File: src/rtl/gray_ptr_pkg.sv
// -----------------------------------------------------------------------------
// gray_ptr_pkg
// Shared definitions for the async FIFO pointer path.
//   MIN_STAGES  : shallowest synchroniser chain that is accepted
//   PTR_MAX_W   : widest pointer the conversion helpers handle
//   gray2bin()  : Gray -> binary conversion, operands zero-extended to PTR_MAX_W
//   bin2gray()  : binary -> Gray conversion, also used by the FIFO pointer logic
// Callers cast their WIDTH-bit pointer to PTR_MAX_W bits on the way in and
// truncate the result back to WIDTH on the way out. The zero upper bits do
// not change the result, so one function serves every pointer width.
// -----------------------------------------------------------------------------
package gray_ptr_pkg;

    localparam int MIN_STAGES = 2;
    localparam int PTR_MAX_W  = 32;

    typedef logic [PTR_MAX_W-1:0] ptr_word_t;

    // Binary bit i is the XOR of all Gray bits from the MSB down to i.
    function automatic ptr_word_t gray2bin(input ptr_word_t gray);
        ptr_word_t bin;
        bin[PTR_MAX_W-1] = gray[PTR_MAX_W-1];
        for (int i = PTR_MAX_W - 2; i >= 0; i--) begin
            bin[i] = bin[i+1] ^ gray[i];
        end
        return bin;
    endfunction

    function automatic ptr_word_t bin2gray(input ptr_word_t bin);
        return bin ^ (bin >> 1);
    endfunction

endpackage

File: src/rtl/sync_stage_chain.sv
// -----------------------------------------------------------------------------
// sync_stage_chain
// Plain flop chain that brings a WIDTH-bit bus into the clk domain.
// Nothing sits between the stages, so each stage has a full period to
// resolve metastability.
// Ports:
//   clk     destination clock
//   resetn  synchronous active-low reset, clears every stage
//   d_in    asynchronous input bus (expected to be Gray coded)
//   d_out   last stage, STAGES cycles behind d_in
// -----------------------------------------------------------------------------
module sync_stage_chain
    import gray_ptr_pkg::*;
#(
    parameter int WIDTH  = 4,
    parameter int STAGES = 2
) (
    input  logic             clk,
    input  logic             resetn,
    input  logic [WIDTH-1:0] d_in,
    output logic [WIDTH-1:0] d_out
);

    generate
        if (STAGES < MIN_STAGES) begin : g_bad_stages
            $error("sync_stage_chain: STAGES must be at least %0d", MIN_STAGES);
        end
    endgenerate

    logic [WIDTH-1:0] stage_reg [STAGES];

    always_ff @(posedge clk) begin
        if (!resetn) begin
            for (int k = 0; k < STAGES; k++) begin
                stage_reg[k] <= '0;
            end
        end else begin
            stage_reg[0] <= d_in;
            for (int k = 1; k < STAGES; k++) begin
                stage_reg[k] <= stage_reg[k-1];
            end
        end
    end

    assign d_out = stage_reg[STAGES-1];

endmodule

File: src/rtl/gray_ptr_sync.sv
// -----------------------------------------------------------------------------
// gray_ptr_sync
// Multi-channel Gray pointer synchroniser for the async FIFO. Each channel
// passes through its own flop chain. The channel is then decoded to binary,
// and its per-cycle advance is measured. Any advance larger than MAX_STEP is
// flagged as a fault.
// Ports:
//   clk         destination-domain clock
//   resetn      synchronous active-low reset
//   gray_in     CHANNELS x WIDTH Gray pointers, channel c at [c*WIDTH +: WIDTH]
//   err_clr     per-channel clear of err_sticky
//   gray_out    synchronised Gray pointers (last chain stage)
//   bin_out     registered binary decode of gray_out
//   delta       registered (new bin - previous bin) mod 2^WIDTH
//   adv         one-cycle pulse when bin_out changed
//   step_err    one-cycle pulse when delta exceeded MAX_STEP
//   err_sticky  step_err held until err_clr
//   primed      high once the chain and decode stage have flushed after reset
// WIDTH is limited to PTR_MAX_W bits by the shared conversion helpers.
// -----------------------------------------------------------------------------
module gray_ptr_sync
    import gray_ptr_pkg::*;
#(
    parameter int WIDTH    = 4,
    parameter int STAGES   = 2,
    parameter int CHANNELS = 1,
    parameter int MAX_STEP = 1
) (
    input  logic                      clk,
    input  logic                      resetn,
    input  logic [CHANNELS*WIDTH-1:0] gray_in,
    input  logic [CHANNELS-1:0]       err_clr,
    output logic [CHANNELS*WIDTH-1:0] gray_out,
    output logic [CHANNELS*WIDTH-1:0] bin_out,
    output logic [CHANNELS*WIDTH-1:0] delta,
    output logic [CHANNELS-1:0]       adv,
    output logic [CHANNELS-1:0]       step_err,
    output logic [CHANNELS-1:0]       err_sticky,
    output logic                      primed
);

    generate
        if (STAGES < MIN_STAGES) begin : g_bad_stages
            $error("gray_ptr_sync: STAGES must be at least %0d", MIN_STAGES);
        end
        if (WIDTH < 2 || WIDTH > PTR_MAX_W) begin : g_bad_width
            $error("gray_ptr_sync: WIDTH must be in 2..%0d", PTR_MAX_W);
        end
        if (CHANNELS < 1) begin : g_bad_channels
            $error("gray_ptr_sync: CHANNELS must be at least 1");
        end
        if (MAX_STEP < 1 || MAX_STEP > (2 ** WIDTH) - 1) begin : g_bad_step
            $error("gray_ptr_sync: MAX_STEP must be in 1..2^WIDTH-1");
        end
    endgenerate

    localparam logic [WIDTH-1:0] MAX_STEP_W = WIDTH'(MAX_STEP);

    // ------------------------------------------------------------------
    // Priming. After reset is released, the chain holds STAGES stale
    // zeros and bin_out holds one more. Once STAGES+1 edges have passed,
    // bin_out reflects the live source pointer. Only then is a difference
    // between consecutive values meaningful. Until that point, a nonzero
    // source pointer at reset release would look like a huge jump from
    // zero.
    // ------------------------------------------------------------------
    localparam int PRIME_W = $clog2(STAGES + 2);
    localparam logic [PRIME_W-1:0] PRIME_LAST = PRIME_W'(STAGES);

    logic [PRIME_W-1:0] prime_cnt_reg;
    logic               primed_reg;

    always_ff @(posedge clk) begin
        if (!resetn) begin
            prime_cnt_reg <= '0;
            primed_reg    <= 1'b0;
        end else if (!primed_reg) begin
            if (prime_cnt_reg == PRIME_LAST) begin
                primed_reg <= 1'b1;
            end else begin
                prime_cnt_reg <= prime_cnt_reg + 1'b1;
            end
        end
    end

    assign primed = primed_reg;

    // ------------------------------------------------------------------
    // Per-channel synchroniser, decode, delta and error tracking.
    // ------------------------------------------------------------------
    generate
        for (genvar gi = 0; gi < CHANNELS; gi++) begin : g_chan
            logic [WIDTH-1:0] gray_sync;
            logic [WIDTH-1:0] bin_next;
            logic [WIDTH-1:0] delta_next;
            logic             step_err_next;

            logic [WIDTH-1:0] bin_reg;
            logic [WIDTH-1:0] delta_reg;
            logic             adv_reg;
            logic             step_err_reg;
            logic             sticky_reg;

            sync_stage_chain #(
                .WIDTH  (WIDTH),
                .STAGES (STAGES)
            ) u_chain (
                .clk    (clk),
                .resetn (resetn),
                .d_in   (gray_in[gi*WIDTH +: WIDTH]),
                .d_out  (gray_sync)
            );

            // The modular subtraction makes a wrap from all-ones to zero
            // read as a step of 1. Backward motion reads as a large
            // forward step and is therefore flagged.
            always_comb begin
                bin_next      = WIDTH'(gray2bin(PTR_MAX_W'(gray_sync)));
                delta_next    = bin_next - bin_reg;
                step_err_next = primed_reg && (delta_next > MAX_STEP_W);
            end

            always_ff @(posedge clk) begin
                if (!resetn) begin
                    bin_reg      <= '0;
                    delta_reg    <= '0;
                    adv_reg      <= 1'b0;
                    step_err_reg <= 1'b0;
                    sticky_reg   <= 1'b0;
                end else begin
                    // bin_out keeps tracking while unprimed so that it is
                    // already settled when delta checking starts.
                    bin_reg <= bin_next;
                    if (primed_reg) begin
                        delta_reg    <= delta_next;
                        adv_reg      <= (delta_next != '0);
                        step_err_reg <= step_err_next;
                    end else begin
                        delta_reg    <= '0;
                        adv_reg      <= 1'b0;
                        step_err_reg <= 1'b0;
                    end
                    // A new error in the same cycle as a clear must not be lost.
                    sticky_reg <= step_err_next | (sticky_reg & ~err_clr[gi]);
                end
            end

            assign gray_out[gi*WIDTH +: WIDTH] = gray_sync;
            assign bin_out[gi*WIDTH +: WIDTH]  = bin_reg;
            assign delta[gi*WIDTH +: WIDTH]    = delta_reg;
            assign adv[gi]                     = adv_reg;
            assign step_err[gi]                = step_err_reg;
            assign err_sticky[gi]              = sticky_reg;
        end
    endgenerate

endmodule

File: config.mk
export PLATFORM = sky130hd
export DESIGN_NAME = gray_ptr_sync
export DESIGN_NICKNAME = d
export VERILOG_FILES = /design/src/rtl/gray_ptr_pkg.sv /design/src/rtl/sync_stage_chain.sv /design/src/rtl/gray_ptr_sync.sv
export SDC_FILE = /design/constraint.sdc
export NUM_CORES = 1
export LEC_CHECK = 0
export ABC_AREA = 0
export CORE_MARGIN = 3
export CORE_UTILIZATION = 45
export CTS_BUF_LIST = sky130_fd_sc_hd__clkbuf_8
export CTS_CLUSTER_DIAMETER = 150
export DETAILED_ROUTE_END_ITERATION = 10
export PLACE_DENSITY = 0.76
export SYNTH_ARGS = -nofsm -noshare
export SYNTH_HDL_FRONTEND = slang
export SYNTH_SLANG_ARGS = --single-unit
File: constraint.sdc
create_clock -name clk -period 5.8 [get_ports clk]
set_input_delay 1.16 -clock clk [delete_from_list [all_inputs] [get_ports clk]]
set_output_delay 1.16 -clock clk [all_outputs]
set_load 0.01 [all_outputs]
---- After elaboration in Yosys (flattened, before gate mapping) ----
Memories as Yosys holds them, arrays and structs flattened.
Index checks and enable logic that the tools add are counted.
word-level totals
  memories ................................ 1
  input port bits ......................... 7
  register bits ........................... 14
  bits in latches ......................... 0
  memory bits (writable) .................. 8
  bits in read-only memories .............. 0
memory list
  name                         words  bits a word  rd ports  clocked after Yosys merged registers in  write ports  line                    source
  g_chan[0].u_chain.stage_reg  2      4            2         0                                        2            sync_stage_chain.sv:30  logic [WIDTH-1:0] stage_reg [STAGES];
cells by class
  bitwise operators ....................... 10
  multiply operators ...................... 0
  $add $sub $neg .......................... 2
  equality and inequality tests ........... 1
  divide/modulo/power cells ............... 0
  shift operators ......................... 0
  multiplexer cells ....................... 6
  $lt $le $gt $ge ......................... 1
  reductions and logical operators ........ 4
operator list
  operator               count
  $mux W4                2
  $gt A4 B1 Y1 const B   1
  $mux W1                4
  $reduce_and A2 Y1      2
  $reduce_bool A4 Y1     1
  $sub A4 B4 Y4          1
  $not A1 Y1             3
  $or A1 B1 Y1           3
  $xor A1 B1 Y1          3
  $add A2 B1 Y2 const B  1
  $eq A2 B2 Y1 const B   1
  $and A1 B1 Y1          1
  $logic_and A1 B1 Y1    1

---- Logic depth before layout (Yosys ltp) ----
Gate-level depths: netlist of run 1.
  depth after elaboration ................. 7
  mapped depth ............................ 8
  depth with buffers taken out ............ 8

---- Hierarchy ----
A second synthesis of run 1 with hierarchy kept.
second synthesis, totals
  cell total of the unflattened synthesis .. 72
  area, all modules ....................... 809.5 µm²
modules (own cells, without submodules)
  module            area each (µm²)  cells an instance  seq. area each (µm²)  instances
  gray_ptr_sync     569.3            52                 280.3                 1
  sync_stage_chain  240.2            20                 160.2                 1

---- Worst setup path after synthesis of run 1 ----
Ideal clock, no wire load.
  kind .................................... flip-flop to flip-flop
  start ................................... memory g_chan[0].u_chain.stage_reg[1][3] (netlist: g_chan[0].u_chain.stage_reg[0][7])
  end ..................................... register g_chan[0].sticky_reg (netlist: err_sticky)
  buffers on the path ..................... 0
  path slack .............................. 3.708 ns
  stages on the path, launching flop included .. 9
  arrival time ............................ 1.959 ns
  path through ............................ dfxtp_1 -> xor2_2 -> xor2_2 -> xnor2_1 -> ha_1 -> fa_1 -> xor2_1 -> and3_1 -> a22oi_1
RTL lines
  what                  line                    source
  start, declared       sync_stage_chain.sv:30
  end signal, assigned  gray_ptr_sync.sv:144    sticky_reg <= step_err_next | (sticky_reg & ~err_clr[gi]);
  end, declared         gray_ptr_sync.sv:102    logic sticky_reg;

==> results of run 1 <==
-- cell usage after synthesis --
master,instances
a22oi_1,1
inv_1,4
and2_1,9
a21oi_1,1
a41oi_1,1
nor2_1,5
xor2_1,1
nand2_1,3
clkbuf_1,1
xor2_2,2
nor2b_1,2
buf_4,4
nand3b_1,1
dfxtp_1,22
and2_2,3
and3_1,1
xnor2_1,4
o211a_1,1
fa_1,1
a31oi_1,1
o21ai_0,1
ha_1,4
-- stage by stage --
stage | util [%] | worst slack, ns | area (um^2) | power [mW] | hold WS [ns]
floorplan | - | 3.71 | 813 | 0.237 | 0.412
global placement | 64.6 | 3.37 | 1030 | 0.267 | 0.414
detailed placement | 64.6 | 3.34 | 1030 | 0.271 | 0.421
CTS | 68.1 | 3.38 | 1080 | 0.377 | 0.438
global route | 68.1 | 3.25 | 1080 | 0.396 | 0.460
finish | 68.1 | 3.39 | 1080 | 0.372 | 0.435
-- layout make-up --
| type | count | area share (%) |
|---|---|---|
| clock buffer | 4 | 5.07 |
| inverter | 4 | 1.38 |
| multi-input combinational | 42 | 29.9 |
| sequential | 22 | 40.6 |
| tap | 24 | 2.77 |
| timing repair buffer | 22 | 20.3 |
-- layer usage --
layer | global-route usage, % | part of all wire, % | up-vias
met5 | 0 | 0 | -
met2 | 23.2 | 52 | 15
met4 | 5.69 | 0.93 | 0
li1 | - | - | 267
met3 | 3.68 | 5.9 | 2
met1 | 13.7 | 41 | 228
-- power breakdown --
group / internal [mW] / switching, mW
Combinational: 0.0482 / 0.0422
Sequential: 0.169 / 0.00795
Clock: 0.0603 / 0.0448
-- logic make-up (layout without fill, tap and decap cells) --
logic type               Yosys count  count (layout)
AND/OR/NAND/NOR                   24              24
adder cells (fa/ha/maj)            5               5
flip-flops                        22              22
AO/OA/AOI/OAI                      6               6
buffers and inverters              9              30
XOR/XNOR                           7               7
-- worst paths after layout --
| kind | from | end |
|---|---|---|
| max reg2reg | g_chan[0].u_chain.stage_reg[0][7]$_SDFF_PN0_ | err_sticky$_SDFF_PN0_ |
| max | g_chan[0].u_chain.stage_reg[0][7]$_SDFF_PN0_ | gray_out[3] |
| min | g_chan[0].u_chain.stage_reg[0][0]$_SDFF_PN0_ | g_chan[0].u_chain.stage_reg[0][4]$_SDFF_PN0_ |
| min reg2reg | g_chan[0].u_chain.stage_reg[0][0]$_SDFF_PN0_ | g_chan[0].u_chain.stage_reg[0][4]$_SDFF_PN0_ |
==> impl_metrics.yaml, run 1 <==
cells_and_area:
  layout_common_cells: "dfxtp_1 (22), clkdlybuf4s50_1 (22), and2_1 (9)"
  largest_register_ffs: 8
  area_delta_synth_final_pct: 33.4
  layout-drive-gt1-share_pct: 9.57
  seqCellArea_um2: 440
  multiInputGateArea_um2: 324
  fill_cells: 133
  layout.nets: 107
  antenna_cells: 0
  fin_cells: 118
logic_synthesis:
  synthesis.instances: 73
  synth_fa_ha_area_share_pct: 8.62
  syn-num-nets: 85
  synth-seq-cells: 22
  yosys_warnings: 0
  synth_xor_area_share_pct: 9.38
  synth-simple-area-share_pct: 16.6
  synth_top_family_by_area: "simple AND/OR/NAND/NOR gates"
  synth_area_um2: 813
  avgSynthCellArea_um2: 11.1
  seq_area_frac_synth_pct: 54.2
  synth_compound_area_share_pct: 5.23
  synth.distinct_cells: 22
  synth_top_area_share_pct: 54.2
  yosys-top-cells-area: "dfxtp_1 (54%), and2_1 (6.9%), ha_1 (6.2%)"
  synth_mux_area_share_pct: 0
  yosysTopAreaCell: "dfxtp_1"
clock_network:
  tritoncts: "built"
  clk_pin_slew_worst_paths_ns: 0.07
  post_cts_resized: 0
  htreeDepth: 1
  cts-root-buf: "clkbuf_8"
  clockBufferDepth: 2
  numCtsBuffers: 3
  post_cts_buffers: 0
  cts_sinks: 22
  clk_latency_ns: 0.25
  hold_buffers: 0
route:
  drtIter0Drc: 4
  vias: 512
  vias_per_cell: 4.34
  dr.pass1.iters: 3
  remaining_drc_errors: 0
  wl_per_cell_um: 11.0
  antenna_left: 0
  routed_wl_um: 1300
flow_run:
  cap_viol_max_count: 0
worst_setup_path:
  critPathMaxFanout: 4
  slowest_delay_ns: 0.57
  crit_path_end_kind: "output pin"
  worstPathCellList: "clkdlybuf4s50_1"
  crit_required_ns: 4.64
  slowest_stage: "clkdlybuf4s50_1"
  arrival_ns: 1.25
  path_buf_inv: 1
  ff2ff_setup_slack_ns: 3.44
  r2r_cells: 8
  worstSetupPathType: "reg2out"
  cp.depth: 1
  cp-start-kind: "flip-flop"
  cp_top_family: "buffers and inverters"
timing:
  period_minus_slack_ns: 2.41
  slew_headroom_pct: 71.7
  period_share_pct: 41.5
  slew_viol_final: 0
  worstMarginPinSlew_ns: 0.423
  rsz0062_at_grt: "false"
  setup_tns_ns: 0
  setup_viol: 0
  finalHoldViolCount: 0
  clock-skew-final_ns: 0.00182
  fmax_ghz: 0.415
place:
  port_buffers: 22
  placedCellCount: 114
  dp.final_hpwl_um: 1020
  place_congestion: 0.689
die:
  rows: 14
  io_pins: 23
  die_y_um: 48.5
  die_x_um: 48.5
  fp.dieArea_um2: 2350
  start_util_pct: 51.0
  core_um2: 1590
pwr:
  max-vdd-ir-drop_uv: 255
  p_per_area_nw_per_um2: 343
  p_leak_nw: 0.444
min_path:
  hold_class: "reg2reg"
  holdPathStages: 1
grt:
  grt_pass1_wl_um: 2260
  grtUsageTotal_pct: 12.8
  grt_pass1_vias: 499
  grt_antenna_before_repair: 0
  grt_start_max_net_pins: 18
  grt.overflow.total: 0
run_status:
  status: "completed"
Power figures use the tool's default switching activity.
==> run 2: changes to the inputs <==
- clock period: 5.8 -> 2.4 ns (I/O delays scaled with it)
==> impl_metrics.yaml, run 2 (synthesized netlist as in run 1, its figures left out) <==
run_status:
  status: "completed"
route:
  wl_per_cell_um: 10.1
  dr.pass1.iters: 1
  routed_wl_um: 1190
  drtIter0Drc: 0
  remaining_drc_errors: 0
  vias: 523
  antenna_left: 0
  vias_per_cell: 4.43
worst_setup_path:
  critPathMaxFanout: 4
  endpoint: "err_sticky$_SDFF_PN0_"
  arrival_ns: 2.37
  r2r_cells: 8
  cp-startpoint: "g_chan[0].u_chain.stage_reg[0][7]$_SDFF_PN0_"
  r2r-start: "g_chan[0].u_chain.stage_reg[0][7]$_SDFF_PN0_"
  worstSetupPathType: "reg2reg"
  crit_path_end_kind: "flip-flop"
  crit_required_ns: 2.52
  ff2ff_setup_slack_ns: 0.15
  cp-start-kind: "flip-flop"
  r2r-end: "err_sticky$_SDFF_PN0_"
cells_and_area:
  fill_cells: 121
  layout_common_cells: "dfxtp_1 (22), clkdlybuf4s50_1 (22), and2_1 (9)"
  layout.nets: 108
  layout-drive-gt1-share_pct: 10.6
  utilization_pct: 68.1
  area_delta_synth_final_pct: 33.5
  multiInputGateArea_um2: 332
  antenna_cells: 0
  seqCellArea_um2: 440
  fin_cells: 118
  largest_register_ffs: 8
  final_area_um2: 1090
pwr:
  max-vdd-ir-drop_uv: 522
  p_per_area_nw_per_um2: 789
  p_leak_nw: 0.443
clock_network:
  clockBufferDepth: 2
  tritoncts: "built"
  cts_sinks: 22
  numCtsBuffers: 3
  clk_latency_ns: 0.25
  post_cts_buffers: 0
  hold_buffers: 0
  post_cts_resized: 0
  cts-root-buf: "clkbuf_8"
  clk_pin_slew_worst_paths_ns: 0.07
  htreeDepth: 1
timing:
  clock-skew-final_ns: 0.00172
  setup_viol: 0
  worstMarginPinSlew_ns: 0.321
  fmax_ghz: 0.445
  period_share_pct: 93.7
  finalHoldViolCount: 0
  slew_viol_final: 0
  period_minus_slack_ns: 2.25
  slew_headroom_pct: 78.4
grt:
  grt_start_max_net_pins: 16
  grt_pass1_vias: 552
  grt_pass1_wl_um: 2240
  grtUsageTotal_pct: 11.8
  grt.overflow.total: 0
  grt_antenna_before_repair: 0
place:
  placedCellCount: 115
  port_buffers: 22
  dpl-instance-area_um2: 1040
  place_congestion: 0.777
flow_run:
  cap_viol_max_count: 0
die:
  core_um2: 1590
  fp.dieArea_um2: 2350
  die_x_um: 48.5
  die_y_um: 48.5
  rows: 14
  io_pins: 23
  start_util_pct: 51.0
min_path:
  holdPathStages: 1
  hold_class: "reg2reg"
-- run 2: power breakdown --
group	internal (mW)	total, mW	switching (mW)	leakage [nW]
sequential	0.408	0.426	0.0183	0.181
clock	0.111	0.214	0.103	0.0216
combinational	0.118	0.216	0.0984	0.241
-- run 2: how the worst min path moves through the flow --
| stage | slack (ns) | to | from |
|---|---|---|---|
| finish | 0.43 | g_chan[0].u_chain.stage_reg[0][6]$_SDFF_PN0_ | g_chan[0].u_chain.stage_reg[0][2]$_SDFF_PN0_ |
| global route | 0.46 | g_chan[0].u_chain.stage_reg[0][7]$_SDFF_PN0_ | g_chan[0].u_chain.stage_reg[0][3]$_SDFF_PN0_ |
| CTS | 0.44 | g_chan[0].u_chain.stage_reg[0][6]$_SDFF_PN0_ | g_chan[0].u_chain.stage_reg[0][2]$_SDFF_PN0_ |
| detailed placement | 0.42 | g_chan[0].u_chain.stage_reg[0][6]$_SDFF_PN0_ | g_chan[0].u_chain.stage_reg[0][2]$_SDFF_PN0_ |
| global placement | 0.42 | g_chan[0].u_chain.stage_reg[0][4]$_SDFF_PN0_ | g_chan[0].u_chain.stage_reg[0][0]$_SDFF_PN0_ |
| floorplan | 0.41 | g_chan[0].u_chain.stage_reg[0][4]$_SDFF_PN0_ | g_chan[0].u_chain.stage_reg[0][0]$_SDFF_PN0_ |
-- run 2: per-layer routing --
| metal | up-vias | wire length [um] | track usage (%) |
|---|---|---|---|
| met5 | - | 0 | 0 |
| met4 | 0 | 10 | 4.27 |
| met3 | 2 | 57 | 3.37 |
| met2 | 13 | 609 | 21.3 |
| met1 | 240 | 510 | 13.0 |
| li1 | 268 | - | - |
-- run 2: layout make-up --
cell class                      instances  share of cell area [%]
Sequential cell                        22                    40.6
Timing Repair Buffer                   23                    21.0
Clock buffer                            3                    3.80
Multi-Input combinational cell         42                    30.5
Inverter                                4                    1.38
Tap cell                               24                    2.76
-- run 2: metrics by stage --
stage	hold slack (ns)	TNS [ns]	worst slack (ns)	power (mW)
detailed placement	0.420	0	0.120	0.651
global route	0.460	-0.0000799	-0.0000799	0.916
floorplan	0.412	0	0.308	0.572
finish	0.433	0	0.151	0.857
CTS	0.438	0	0.106	0.868
global placement	0.415	0	0.231	0.646
-- run 2: worst max-delay path, cell delays in order (launching register included) --
cell and delay (ns):
dfxtp_1 0.42, xor2_2 0.23, xor2_2 0.23, xnor2_1 0.13, ha_1 0.22, fa_1 0.41, xor2_2 0.24, and3_1 0.19
a22oi_1 0.06
